### src/rtl/mac_pkg.sv
`default_nettype none
// ============================================================================
// Module   : mac_pkg
// Purpose  : Shared widths and types for the PE / MAC / partial-sum drain
//            datapath, plus the group state encoding used by psum_drain.
// Contents : DATA_IN_W - PE operand width
//            PSUM_W    - partial-sum width leaving a PE column
//            ACC_W     - drain accumulator / result width
//            psum_t    - signed partial sum
//            acc_t     - signed accumulated result
//            drain_state_e - IDLE (no group open) / ACCUM (group open)
// Revision : 1.0 - initial release
// ============================================================================
package mac_pkg;

  localparam int DATA_IN_W = 8;
  localparam int PSUM_W    = 16;
  localparam int ACC_W     = 24;

  typedef logic signed [PSUM_W-1:0] psum_t;
  typedef logic signed [ACC_W-1:0]  acc_t;

  // ST_IDLE  : Count == 0, next accepted sample opens a new group
  // ST_ACCUM : Count != 0, a group is partially accumulated
  typedef enum logic [0:0] {
    ST_IDLE  = 1'b0,
    ST_ACCUM = 1'b1
  } drain_state_e;

endpackage : mac_pkg
`default_nettype wire

### src/rtl/psum_fifo.sv
`default_nettype none
// ============================================================================
// Module   : psum_fifo
// Purpose  : Small circular result buffer for psum_drain. Each pointer carries
//            a round bit so full and empty are distinguishable when the
//            pointers coincide. The head entry is read combinationally.
// Ports    : clk       - clock, rising edge
//            rst       - synchronous active-high reset (flushes the buffer)
//            push      - write push_data at tail (ignored when full)
//            push_data - result to store
//            pop       - advance head (ignored when empty)
//            head_data - entry at head, combinational
//            full      - all BufferSize entries occupied
//            empty     - no entries occupied
// Revision : 1.0 - initial release
// ============================================================================
module psum_fifo #(
  parameter int AccWidth    = 24,
  parameter int BufferWidth = 2,
  parameter int BufferSize  = 4
) (
  input  logic                clk,
  input  logic                rst,
  input  logic                push,
  input  logic [AccWidth-1:0] push_data,
  input  logic                pop,
  output logic [AccWidth-1:0] head_data,
  output logic                full,
  output logic                empty
);

  // Pointer increment constant sized to {round, pointer}
  localparam logic [BufferWidth:0] PTR_ONE = {{BufferWidth{1'b0}}, 1'b1};

  logic [BufferWidth-1:0] head_q, head_d;
  logic [BufferWidth-1:0] tail_q, tail_d;
  logic                   head_rnd_q, head_rnd_d;
  logic                   tail_rnd_q, tail_rnd_d;
  logic [AccWidth-1:0]    mem_q [BufferSize];
  logic [AccWidth-1:0]    mem_d [BufferSize];

  logic do_push;
  logic do_pop;

  // Status decode: equal pointers mean either full or empty, the round bits
  // tell which.
  always_comb begin
    full    = (head_q == tail_q) && (head_rnd_q != tail_rnd_q);
    empty   = (head_q == tail_q) && (head_rnd_q == tail_rnd_q);
    do_push = push && !full;
    do_pop  = pop && !empty;
  end

  // Pointer and storage next-state. The round bit toggles exactly when the
  // pointer wraps, which falls out of incrementing {round, pointer} together.
  always_comb begin
    head_d     = head_q;
    head_rnd_d = head_rnd_q;
    tail_d     = tail_q;
    tail_rnd_d = tail_rnd_q;
    mem_d      = mem_q;

    if (do_push) begin
      mem_d[tail_q]        = push_data;
      {tail_rnd_d, tail_d} = {tail_rnd_q, tail_q} + PTR_ONE;
    end
    if (do_pop) begin
      {head_rnd_d, head_d} = {head_rnd_q, head_q} + PTR_ONE;
    end
  end

  always_ff @(posedge clk) begin
    if (rst) begin
      head_q     <= '0;
      head_rnd_q <= 1'b0;
      tail_q     <= '0;
      tail_rnd_q <= 1'b0;
      for (int i = 0; i < BufferSize; i++) begin
        mem_q[i] <= '0;
      end
    end else begin
      head_q     <= head_d;
      head_rnd_q <= head_rnd_d;
      tail_q     <= tail_d;
      tail_rnd_q <= tail_rnd_d;
      mem_q      <= mem_d;
    end
  end

  // Combinational head read: data is valid in the same cycle as !empty and
  // holds until the head advances.
  always_comb begin
    head_data = mem_q[head_q];
  end

endmodule : psum_fifo
`default_nettype wire

### src/rtl/psum_drain.sv
`default_nettype none
// ============================================================================
// Module   : psum_drain
// Purpose  : Consumer at the bottom of a PE column. Accumulates Cfg_Len
//            consecutive valid partial sums into one wide result, buffers
//            results in psum_fifo and hands them to write-back over a
//            valid/ready handshake. Back-pressures the column when the
//            buffer is full.
// Build    : define PSUM_DRAIN_RELU_EN to clamp negative results to zero
//            as they are written into the buffer (accumulator unaffected).
// Ports    : clk            - clock, rising edge
//            rst            - synchronous active-high reset
//            Cfg_Len        - partial sums per result, 0 behaves as 1
//            O_DataIn       - signed partial sum from the PE column
//            O_NOPIn        - bubble marker, O_DataIn ignored when high
//            O_DataInRdy    - drain can accept a partial sum
//            R_DataOut      - result at head of buffer
//            R_DataOutValid - buffer not empty
//            R_DataOutRdy   - write-back accepts R_DataOut
//            Busy           - a group is partially accumulated
// Revision : 1.0 - initial release
// ============================================================================
module psum_drain
  import mac_pkg::*;
#(
  parameter int DataInWidth = PSUM_W,
  parameter int AccWidth    = ACC_W,
  parameter int LenWidth    = 4,
  parameter int BufferWidth = 2,
  parameter int BufferSize  = 4
) (
  input  logic                   clk,
  input  logic                   rst,
  input  logic [LenWidth-1:0]    Cfg_Len,
  input  logic [DataInWidth-1:0] O_DataIn,
  input  logic                   O_NOPIn,
  output logic                   O_DataInRdy,
  output logic [AccWidth-1:0]    R_DataOut,
  output logic                   R_DataOutValid,
  input  logic                   R_DataOutRdy,
  output logic                   Busy
);

  localparam logic [LenWidth-1:0] LEN_ONE = {{(LenWidth-1){1'b0}}, 1'b1};

  drain_state_e          state_q, state_d;
  logic [AccWidth-1:0]   acc_q, acc_d;
  logic [LenWidth-1:0]   count_q, count_d;
  logic [LenWidth-1:0]   len_q, len_d;

  logic                  fifo_full;
  logic                  fifo_empty;
  logic                  acc_hs;
  logic                  pop_hs;
  logic                  push;
  logic [AccWidth-1:0]   push_data;
  logic [AccWidth-1:0]   data_sext;
  logic [AccWidth-1:0]   sum;
  logic [LenWidth-1:0]   cfg_len_eff;
  logic [LenWidth-1:0]   eff_len;
  logic [LenWidth-1:0]   count_inc;
  logic                  last;

  // Handshake glue. Ready drops on full even for samples that would not
  // complete a group; this keeps the accept path free of the completion
  // decode. Held low during reset so nothing is accepted into a flushing
  // drain.
  always_comb begin
    O_DataInRdy    = !fifo_full && !rst;
    acc_hs         = !O_NOPIn && O_DataInRdy;
    R_DataOutValid = !fifo_empty;
    pop_hs         = R_DataOutValid && R_DataOutRdy;
    Busy           = (state_q == ST_ACCUM);
  end

  // Datapath: sign-extend and add with plain modular wrap.
  always_comb begin
    data_sext = {{(AccWidth-DataInWidth){O_DataIn[DataInWidth-1]}}, O_DataIn};
    sum       = acc_q + data_sext;
  end

  // Group length. The first sample of a group uses the live configuration
  // (and latches it); later samples use the latched copy so a mid-group
  // reconfiguration only affects the next group.
  always_comb begin
    cfg_len_eff = (Cfg_Len == '0) ? LEN_ONE : Cfg_Len;
    eff_len     = (state_q == ST_IDLE) ? cfg_len_eff : len_q;
    count_inc   = count_q + LEN_ONE;
    last        = (count_inc == eff_len);
  end

  // Group state machine and accumulator update. Bubbles leave everything
  // untouched.
  always_comb begin
    state_d = state_q;
    acc_d   = acc_q;
    count_d = count_q;
    len_d   = len_q;
    push    = 1'b0;

    if (acc_hs) begin
      if (state_q == ST_IDLE) begin
        len_d = cfg_len_eff;
      end
      if (last) begin
        push    = 1'b1;
        acc_d   = '0;
        count_d = '0;
        state_d = ST_IDLE;
      end else begin
        acc_d   = sum;
        count_d = count_inc;
        state_d = ST_ACCUM;
      end
    end
  end

  // Value written into the buffer on completion.
  always_comb begin
`ifdef PSUM_DRAIN_RELU_EN
    push_data = sum[AccWidth-1] ? '0 : sum;
`else
    push_data = sum;
`endif
  end

  always_ff @(posedge clk) begin
    if (rst) begin
      state_q <= ST_IDLE;
      acc_q   <= '0;
      count_q <= '0;
      len_q   <= '0;
    end else begin
      state_q <= state_d;
      acc_q   <= acc_d;
      count_q <= count_d;
      len_q   <= len_d;
    end
  end

  // A completing sample is only accepted when ready, which already implies
  // the buffer is not full, so every push lands.
  psum_fifo #(
    .AccWidth    (AccWidth),
    .BufferWidth (BufferWidth),
    .BufferSize  (BufferSize)
  ) u_fifo (
    .clk       (clk),
    .rst       (rst),
    .push      (push),
    .push_data (push_data),
    .pop       (pop_hs),
    .head_data (R_DataOut),
    .full      (fifo_full),
    .empty     (fifo_empty)
  );

endmodule : psum_drain
`default_nettype wire
### config.mk
export PLATFORM = sky130hd
export DESIGN_NAME = psum_drain
export DESIGN_NICKNAME = d
export VERILOG_FILES = /design/src/rtl/mac_pkg.sv /design/src/rtl/psum_fifo.sv /design/src/rtl/psum_drain.sv
export SDC_FILE = /design/constraint.sdc
export NUM_CORES = 1
export LEC_CHECK = 0
export ABC_AREA = 1
export BUFFER_PORTS_ARGS = -buffer_cell sky130_fd_sc_hd__buf_4
export CORE_ASPECT_RATIO = 1.5
export CORE_MARGIN = 3
export CORE_UTILIZATION = 65
export CTS_BUF_LIST = sky130_fd_sc_hd__clkbuf_16
export DETAILED_ROUTE_END_ITERATION = 6
export MAX_ROUTING_LAYER = met4
export PLACE_DENSITY = 0.85
export SKIP_LAST_GASP = 1
export SYNTH_ARGS = -nofsm -noshare
export SYNTH_HDL_FRONTEND = slang
export SYNTH_SLANG_ARGS = --single-unit
### constraint.sdc
create_clock -name clk -period 3.55 [get_ports clk]
set_input_delay 0.355 -clock clk [delete_from_list [all_inputs] [get_ports clk]]
set_output_delay 0.355 -clock clk [all_outputs]
set_load 0.005 [all_outputs]
---- Word level (Yosys, flattened, before mapping) ----
Index checks and enable logic that the tools add are counted.
cells by class
  $add $sub $neg .......................... 4
  $lt $le $gt $ge ......................... 3
  eq/ne operators ......................... 4
  muxes and demuxes ....................... 13
  bitwise operators ....................... 2
  reductions and logical operators ........ 13
operator list
  operator               count
  $bwmux W96             1
  $mux W24               4
  $bmux W24 S2           1
  $demux W24 S2          1
  $add A24 B24 Y24       1
  $mux W4                3
  $logic_and A1 B1 Y1    8
  $add A3 B1 Y3 const B  2
  $ge A3 B3 Y1 const B   2
  $not A2 Y3             2
  $add A4 B1 Y4 const B  1
  $eq A4 B4 Y1           1
  $logic_not A1 Y1       4
  $logic_not A4 Y1       1
  $lt A3 B1 Y1 const B   1
  $mux W1                3
  $eq A2 B2 Y1           1
  $eq A1 B1 Y1           1
  $ne A1 B1 Y1           1
storage, ports and cells
  bits in registers ....................... 135
  input bits .............................. 24

---- Logic depth before layout (Yosys ltp) ----
Gate-level depths: netlist of run 1.
  depth after elaboration ................. 7
  gate-level depth with buffers ........... 15
  gate-level depth less buffers ........... 14

---- By module ----
From an unflattened synthesis of run 1, not the netlist that was laid out.
second synthesis, totals
  cells, all modules ...................... 1499
  area, all modules ....................... 8984.9 um2
by module, submodules not included
  module      instances  cells an instance  area each (um2)  seq. area each (um2)
  psum_fifo   1          946                5716.7           2042.0
  psum_drain  1          553                3268.1           660.6

---- Worst setup path before layout of run 1 ----
OpenSTA, ideal clock, no wires.
  path kind ............................... in2reg
  start point ............................. in O_DataIn[0]
  end point ............................... reg u_fifo.mem_q[80] (netlist name)
  setup time .............................. 111 ps
  data arrival time ....................... 1919 ps
  required time ........................... 3439 ps
  setup slack ............................. 1519 ps
  cell stages on the path ................. 11
  buffers on the path ..................... 0
  cells stage by stage .................... ha_1 -> fa_1 -> nand3_1 -> nand3_1 -> nand2_1 -> nand2_1 -> or2_2 -> nand2_1 -> nand3_1 -> nand2_1 -> nor2_1
on the way
  longest elaborated chain between the ends .. 2
ends and longest elaborated chain
  what                  RTL line          source
  from (decl)           psum_drain.sv:35  input logic [DataInWidth-1:0] O_DataIn,
  $add A24 B24 Y24      psum_drain.sv:79  sum = acc_q + data_sext;
  $bwmux W96            psum_fifo.sv:64   mem_d[tail_q] = push_data;
  to (signal assigned)  psum_fifo.sv:86   mem_q <= mem_d;
  to (decl)             psum_fifo.sv:39   logic [AccWidth-1:0] mem_q [BufferSize];
Every way passes these cells.
A chain may end at the register's enable or synchronous reset.

---- Worst setup path in the final report of run 1 ----
  start point ............................. reg u_fifo.head_q[0]
  end point ............................... out R_DataOut[2]
on the way
  longest elaborated chain between the ends .. 4
ends and longest elaborated chain
  what                                         RTL line          source
  from (decl)                                  psum_fifo.sv:35   logic [BufferWidth-1:0] head_q, head_d;
  from (signal assigned)                       psum_fifo.sv:74   head_q <= '0;
  from (signal assigned)                       psum_fifo.sv:82   head_q <= head_d;
  $not A2 Y3 (not written as such)             psum_fifo.sv:93   head_data = mem_q[head_q];
  $bmux W24 S2                                 psum_fifo.sv:93
  $mux W24 (not written as such) (2 in a row)  psum_fifo.sv:93
  to (decl)                                    psum_drain.sv:38  output logic [AccWidth-1:0] R_DataOut,
Every way passes these cells. The select of a mux whose other input is x is not followed.

==> flow_summary_export.csv, run 1 <==
group,metric,value,unit
synthesis,synth_top_family_by_area,"simple AND/OR/NAND/NOR gates",
worst_hold_path,hp-class,"in2reg",
setup_path,path_max_fanout,62,
floorplan,core,12000,sq um
cells_and_area,drive_gt1_share,8.64,%
grt,grt_max_degree,96,
synthesis,synth_top_area_cell,"dfxtp_1",
setup_path,worst_setup_path_start_kind,"flip-flop",
clock_tree,cts_tree,"built",
power,powerDensity,503,nW/um^2
power,p_int,3.15,mW
detailed_routing,first_iter_violations,669,
cells_and_area,instances_no_fill,1496,
sta,max_freq,368,MHz
power,comb_power_share,21.7,%
synthesis,synth_xor_area_share,1.42,%
detailed_routing,detail_route.wl_per_cell,14.5,um
synthesis,synth_edf_count,0,
power,swShare,30.3,%
clock_tree,cts_resized,0,
synthesis,synth_cells,1308,
setup_path,r2r-start,"count_q[0]$_SDFFE_PP0P_",
clock_tree,cts_root_buffer,"clkbuf_16",
power,p_leak,4.59,nW
synthesis,synth_adder_area_share,4.79,%
detailed_routing,ant_nets,0,
grt,grt_pass1_vias,7708,
grt,grt.total_usage,33.7,%
setup_path,setup.worst_path.end_class,"output pin",
sta,tightestPinTransition,0.963,ns
worst_hold_path,whs_endpoint,"u_fifo.head_rnd_q$_SDFFE_PP0P_",
sta,drv_slew,0,
detailed_routing,vias_per_cell,5.53,
setup_path,rr_worst_depth,14,
sta,fin_crit,2.71,ns
clock_tree,ctsHoldBuffers,0,
placed_design,dp.cells,1465,
grt,grt.overflow.total,0,
clock_tree,cts_buffers,17,
sta,skew,0.00956,ns
power,p_seq_share,35.1,%
floorplan,start_util,66.5,%
floorplan,num_rows,49,
sta,finalHoldViolCount,0,
detailed_routing,vias,8273,
setup_path,r2r_end,"u_fifo.mem_q[25]$_SDFFE_PP0P_",
clock_tree,cts.clk_slew.worst_paths,0.06,ns
setup_path,cp.required,3.19,ns
synthesis,synth_cell_types,33,
power,pwr-share-clk,43.2,%
synthesis,synth_nets,1362,
setup_path,cp.arrival,2.36,ns
clock_tree,ctsHtreeMaxLevel,4,
power,power,4.52,mW
clock_tree,clock_latency,0.42,ns
placed_design,gp_congestion,0.989,
synthesis,ys_warn_count,0,
grt,grt_pass1_wl,35500,um
power,power_switching,1.37,mW
clock_tree,postCtsSetupBuffers,0,
grt,antenna_found_initial,0,
synthesis,synth-compound-area-share,9.91,%
sta,finalCritPeriodShare,76.5,%
clock_tree,cts.sink_count,135,
detailed_routing,drc_errors,0,
placed_design,port_buffers,50,
synthesis,ys.flop_type,"dfxtp_1",
setup_path,worstSetupPathType,"reg2out",
detailed_routing,totalWireLength,21700,um
synthesis,netlist_area,7990,sq um
placed_design,dpl.hpwl,14400,um
sta,relSlewSlack,35.8,%
worst_hold_path,whs_path_depth,3,
setup_path,rrSetupSlack,0.95,ns
floorplan,io_pins,51,
cells_and_area,fin_nets,1385,
synthesis,synth.area.mux_share,0,%
status,status,"completed",
cells_and_area,area_delta_synth_final,12.5,%
synthesis,netlist.area_leader.share,33.8,%
clock_tree,cts_max_path_buffers,2,
floorplan,die_x,96.5,um
worst_hold_path,hold_path.startpoint,"R_DataOutRdy",
cells_and_area,regArea,2700,sq um
synthesis,synthArstFlopShare,0,%
flow_run,max_cap_violations,0,
sta,timing.hold.ws,0.239,ns
cells_and_area,fill_cells,1031,
sta,final.setup.tns,0,ns
power,ir_worst_vdd,0.000336,V
synthesis,avgSynthCellArea,6.11,sq um
cells_and_area,multi_input_area,4440,sq um
synthesis,synth_area_leaders,"dfxtp_1 (34%), nand2_1 (19%), nor2_1 (12%)",
synthesis,synth-seq-cells,135,
detailed_routing,first_pass_iters,7,
synthesis,ys_seq_area_share,33.8,%
synthesis,synth-simple-area-share,39.4,%
floorplan,die_y,142,um
sta,rsz0062_at_grt,"no",
sta,finalSetupViolCount,0,
floorplan,die_area,13700,sq um
cells_and_area,antennaDiodeCount,0,
-- cell families after synthesis --
kind of cell | Yosys count
and+or+nand+nor | 775
buffers and inverters | 205
AOI/OAI and AO/OA | 150
DFF | 135
adders and majority gates | 30
xor gates and xnor gates | 13
-- cells in the mapped netlist, types with 3 or more instances --
cell type and instances:
nand2_1 404, nor2_1 245, inv_1 140, dfxtp_1 135, nand3_1 87, a21oi_1 82, o21ai_0 45, clkbuf_1 29
ha_1 29, nand4_1 13, o22ai_1 12, buf_2 11, o21bai_1 9, buf_6 8, inv_2 7, xnor2_1 7
buf_1 6, or2_2 6, xor2_1 6, nand3b_1 5, nand2_2 4, nand2_4 3, nor3_1 3
-- area by class of cell --
class,instances,share of cell area (%)
sequential,135,30.1
clock buffer,17,4.73
inverter,150,6.29
clock inverter,14,2.48
multi-input combinational,968,49.4
timing repair buffer,59,4.93
tap,153,2.13
-- worst max-delay path, stage by stage (launching register included) --
cell	delay (ns)
dfxtp_1	0.34
buf_4	0.40
clkinv_1	0.12
buf_4	0.34
o21ai_0	0.25
a21oi_1	0.06
a21oi_1	0.23
buf_4	0.16
-- power by group through the flow --
| stage | sequential (mW) | combinational (mW) | clock, mW |
|---|---|---|---|
| final | 1.59 | 0.983 | 1.95 |
| after global routing | 1.59 | 1.10 | 2.03 |
| after CTS | 1.59 | 0.971 | 1.95 |
| after detailed placement | 1.62 | 0.958 | 0 |
| after global placement | 1.62 | 0.948 | 0 |
| after floorplan | 1.61 | 0.627 | 0 |
-- sequential cells by signal, indices dropped and copies added, names as in the netlist --
| signal | count |
|---|---|
| u_fifo.head_q | 2 |
| len_q | 4 |
| u_fifo.tail_rnd_q | 1 |
| u_fifo.head_rnd_q | 1 |
| count_q | 4 |
| Busy | 1 |
| u_fifo.mem_q | 96 |
| acc_q | 24 |
| u_fifo.tail_q | 2 |
-- how the worst max path moves through the flow --
stage | depth (start not counted) | slack, ns | start | to
after floorplan | 11 | 1.52 | O_DataIn[0] | u_fifo.mem_q[80]$_SDFFE_PP0P_
after global placement | 14 | 1.15 | count_q[0]$_SDFFE_PP0P_ | u_fifo.mem_q[33]$_SDFFE_PP0P_
after global routing | 14 | 0.66 | count_q[0]$_SDFFE_PP0P_ | u_fifo.mem_q[33]$_SDFFE_PP0P_
after CTS | 7 | 0.85 | u_fifo.head_q[0]$_SDFFE_PP0P_ | R_DataOut[2]
after detailed placement | 14 | 1.04 | count_q[0]$_SDFFE_PP0P_ | u_fifo.mem_q[36]$_SDFFE_PP0P_
final | 7 | 0.84 | u_fifo.head_q[0]$_SDFFE_PP0P_ | R_DataOut[2]
-- placed cells by master, fill, tap and decap left out, types with 9 or more instances in the layout --
master and instances:
a21oi_1 82, o22ai_1 12, dfxtp_1 135, nand2_1 404, o21ai_0 45, nor2_1 245, clkbuf_16 17, ha_1 29
o21bai_1 9, nand4_1 13, inv_1 140, nand3_1 87, buf_4 59
-- per-stage QoR --
step	util, %	setup slack [ns]	cell area, sq um
2_1_floorplan	-	1.52	7990
3_3_place_gp	69.4	1.15	8340
3_5_place_dp	69.4	1.04	8340
4_1_cts	74.8	0.852	8990
5_1_grt	74.8	0.661	8990
6_report	74.8	0.835	8990
-- per-layer routing --
layer / vias to the layer above / track usage [%] / part of all wire (%)
li1: 4118 / - / -
met1: 3765 / 38.2 / 39
met3: 78 / 5.73 / 6.1
met4: 0 / 14.8 / 4.3
met5: - / - / 0
met2: 312 / 57.5 / 50
(Power assumes the default switching activity.)
==> run 2: changes to the inputs <==
--- a/config.mk
+++ b/config.mk
@@ -9,11 +9,11 @@
 export BUFFER_PORTS_ARGS = -buffer_cell sky130_fd_sc_hd__buf_4
 export CORE_ASPECT_RATIO = 1.5
 export CORE_MARGIN = 3
-export CORE_UTILIZATION = 65
+export CORE_UTILIZATION = 56
 export CTS_BUF_LIST = sky130_fd_sc_hd__clkbuf_16
 export DETAILED_ROUTE_END_ITERATION = 6
 export MAX_ROUTING_LAYER = met4
-export PLACE_DENSITY = 0.85
+export PLACE_DENSITY = 0.77
 export SKIP_LAST_GASP = 1
 export SYNTH_ARGS = -nofsm -noshare
 export SYNTH_HDL_FRONTEND = slang
==> constraint.sdc (replaced) <==
create_clock -name clk -period 2.3 [get_ports clk]
set_input_delay 0.23 -clock clk [delete_from_list [all_inputs] [get_ports clk]]
set_output_delay 0.23 -clock clk [all_outputs]
set_load 0.005 [all_outputs]
==> flow_summary_export.csv, run 2 (synthesized netlist as in run 1, its figures left out) <==
group,metric,value,unit
grt,grt_pass1_wl,35100,um
cells_and_area,final_area,9260,sq um
power,p_leak,4.71,nW
setup_path,cp.required,2.07,ns
setup_path,r2r_end,"u_fifo.mem_q[8]$_SDFFE_PP0P_",
cells_and_area,regArea,2710,sq um
detailed_routing,ant_nets,0,
setup_path,rrSetupSlack,0.17,ns
power,ir_worst_vdd,0.000501,V
placed_design,port_buffers,50,
setup_path,path_delay_family,"buffers and inverters",
clock_tree,cts.clk_slew.worst_paths,0.06,ns
sta,tightestPinTransition,0.999,ns
grt,grt_max_degree,96,
sta,relSlewSlack,33.4,%
floorplan,die_y,152,um
clock_tree,cts_tree,"built",
setup_path,worstSetupEndpoint,"R_DataOut[22]",
setup_path,crit_cells,7,
clock_tree,ctsHtreeMaxLevel,4,
cells_and_area,reg_top3,"u_fifo.mem_q: 96 flops, acc_q: 24 flops",
detailed_routing,vias,8102,
worst_hold_path,hold_path.startpoint,"R_DataOutRdy",
detailed_routing,detail_route.wl_per_cell,13.7,um
cells_and_area,fill_cells,1288,
floorplan,io_pins,51,
clock_tree,cts_buffers,17,
setup_path,path_max_fanout,23,
clock_tree,cts_root_buffer,"clkbuf_16",
grt,grt.overflow.total,0,
setup_path,critPathLaunch,"u_fifo.head_q[0]$_SDFFE_PP0P_",
setup_path,rr_worst_depth,11,
sta,max_freq,462,MHz
setup_path,r2r-start,"acc_q[0]$_SDFFE_PP0P_",
detailed_routing,totalWireLength,21300,um
detailed_routing,drc_errors,0,
floorplan,core,13700,sq um
cells_and_area,layout_commonest_cell,"nand2_1",
cells_and_area,antennaDiodeCount,0,
setup_path,worst_setup_path_start_kind,"flip-flop",
sta,skew,0.0119,ns
grt,grt.total_usage,27.8,%
setup_path,crit_buf_inv,4,
clock_tree,cts_max_path_buffers,2,
flow_run,max_cap_violations,0,
sta,drv_slew,0,
placed_design,dpl.hpwl,14200,um
placed_design,post_dp_cell_area,8530,sq um
status,status,"completed",
clock_tree,clock_latency,0.42,ns
setup_path,crit_path_top_delay_cell,"dfxtp_2",
cells_and_area,mostFrequentLayoutCells,"nand2_1 (403), nor2_1 (245), inv_1 (141)",
placed_design,gp_congestion,1.03,
sta,finalSetupViolCount,0,
worst_hold_path,hp-class,"in2reg",
cells_and_area,regMostFlops,"u_fifo.mem_q",
floorplan,num_rows,52,
floorplan,die_area,15800,sq um
cells_and_area,fin_nets,1405,
floorplan,start_util,58.2,%
cells_and_area,multi_input_area,4440,sq um
sta,finalCritPeriodShare,94.2,%
power,powerDensity,762,nW/um^2
setup_path,path_cells,"buf_12 > clkinv_1 > buf_4 > o21ai_0 > a21oi_1 > a21oi_1 > buf_4",
sta,final.setup.tns,0,ns
detailed_routing,first_iter_violations,470,
grt,antenna_found_initial,0,
power,power,7.05,mW
detailed_routing,first_pass_iters,6,
setup_path,cp.arrival,1.94,ns
cells_and_area,largest_reg_flops,96,
sta,finalHoldViolCount,0,
floorplan,die_x,104,um
cells_and_area,area_delta_synth_final,15.8,%
grt,grt_pass1_vias,7468,
setup_path,max_stage_delay,0.41,ns
sta,fin_crit,2.17,ns
sta,rsz0062_at_grt,"no",
setup_path,worstSetupPathType,"reg2out",
setup_path,setup.worst_path.end_class,"output pin",
clock_tree,cts.sink_count,135,
cells_and_area,drive_gt1_share,10.4,%
detailed_routing,vias_per_cell,5.22,
## run 2: changes by cell type in the layout (fill, tap and decap cells not counted), sizes merged
cell,change
buf,+19
clkbuf,+1
clkinvlp,-1
inv,+2
## run 2: final cells by class
| type | count | area share [%] |
|---|---|---|
| clock inverters | 15 | 2.45 |
| flip-flops and latches | 135 | 29.3 |
| clock buffers | 17 | 4.60 |
| well taps | 189 | 2.55 |
| repair buffers | 79 | 7.04 |
| inverters | 150 | 6.11 |
| multi-input cells | 968 | 48.0 |
## run 2: timing repair
action,CTS,global route
pin swaps,0,1
setup buffers,0,1
setup endpoints to repair,24,79
hold buffers,0,0
gates resized for setup,3,7
cloned,0,1
## run 2: report_power, final
| part | internal [mW] | switching (mW) | total [mW] | leakage [nW] |
|---|---|---|---|---|
| logic | 0.592 | 0.987 | 1.58 | 3.30 |
| clock network | 1.93 | 1.08 | 3.01 | 0.321 |
| registers | 2.41 | 0.0526 | 2.46 | 1.09 |
## run 2: worst register-to-register path, stage by stage, from the launching register on
cell,delay [ns]
dfxtp_1,0.31
ha_1,0.24
fa_1,0.45
nand3_1,0.09
nand3_1,0.09
nand2_1,0.07
nand2_1,0.09
or2_2,0.30
nand2_1,0.13
nand3_1,0.09
nand2_1,0.09
nor2_1,0.07
## run 2: stage by stage
stage	hold WS, ns	setup slack [ns]	instances	utilization [%]
floorplan	0.398	0.342	1308	-
global placement	0.443	0.192	1519	62.2
detailed placement	0.453	0.146	1519	62.2
CTS	0.119	0.0303	1551	67.0
global route	0.136	0.0142	1553	67.4
finish	0.128	0.134	1553	67.4
## run 2: per-layer routing
layer  up-vias  global-route usage (%)  part of all wire [%]
met2       258                    49.1                    50
met3        46                    4.49                   5.6
met4         0                    8.81                   2.7
met5         -                       -                     0
met1      3633                    32.2                    42
li1       4165                       -                     -
## run 2: worst min path at each step
stage | to | slack, ns | cells past startpoint
after detailed placement | u_fifo.mem_q[53]$_SDFFE_PP0P_ | 0.45 | 2
after global placement | u_fifo.mem_q[29]$_SDFFE_PP0P_ | 0.44 | 2
after CTS | u_fifo.head_rnd_q$_SDFFE_PP0P_ | 0.12 | 3
after global routing | u_fifo.head_rnd_q$_SDFFE_PP0P_ | 0.14 | 3
final | u_fifo.head_rnd_q$_SDFFE_PP0P_ | 0.13 | 3
after floorplan | u_fifo.head_rnd_q$_SDFFE_PP0P_ | 0.40 | 2
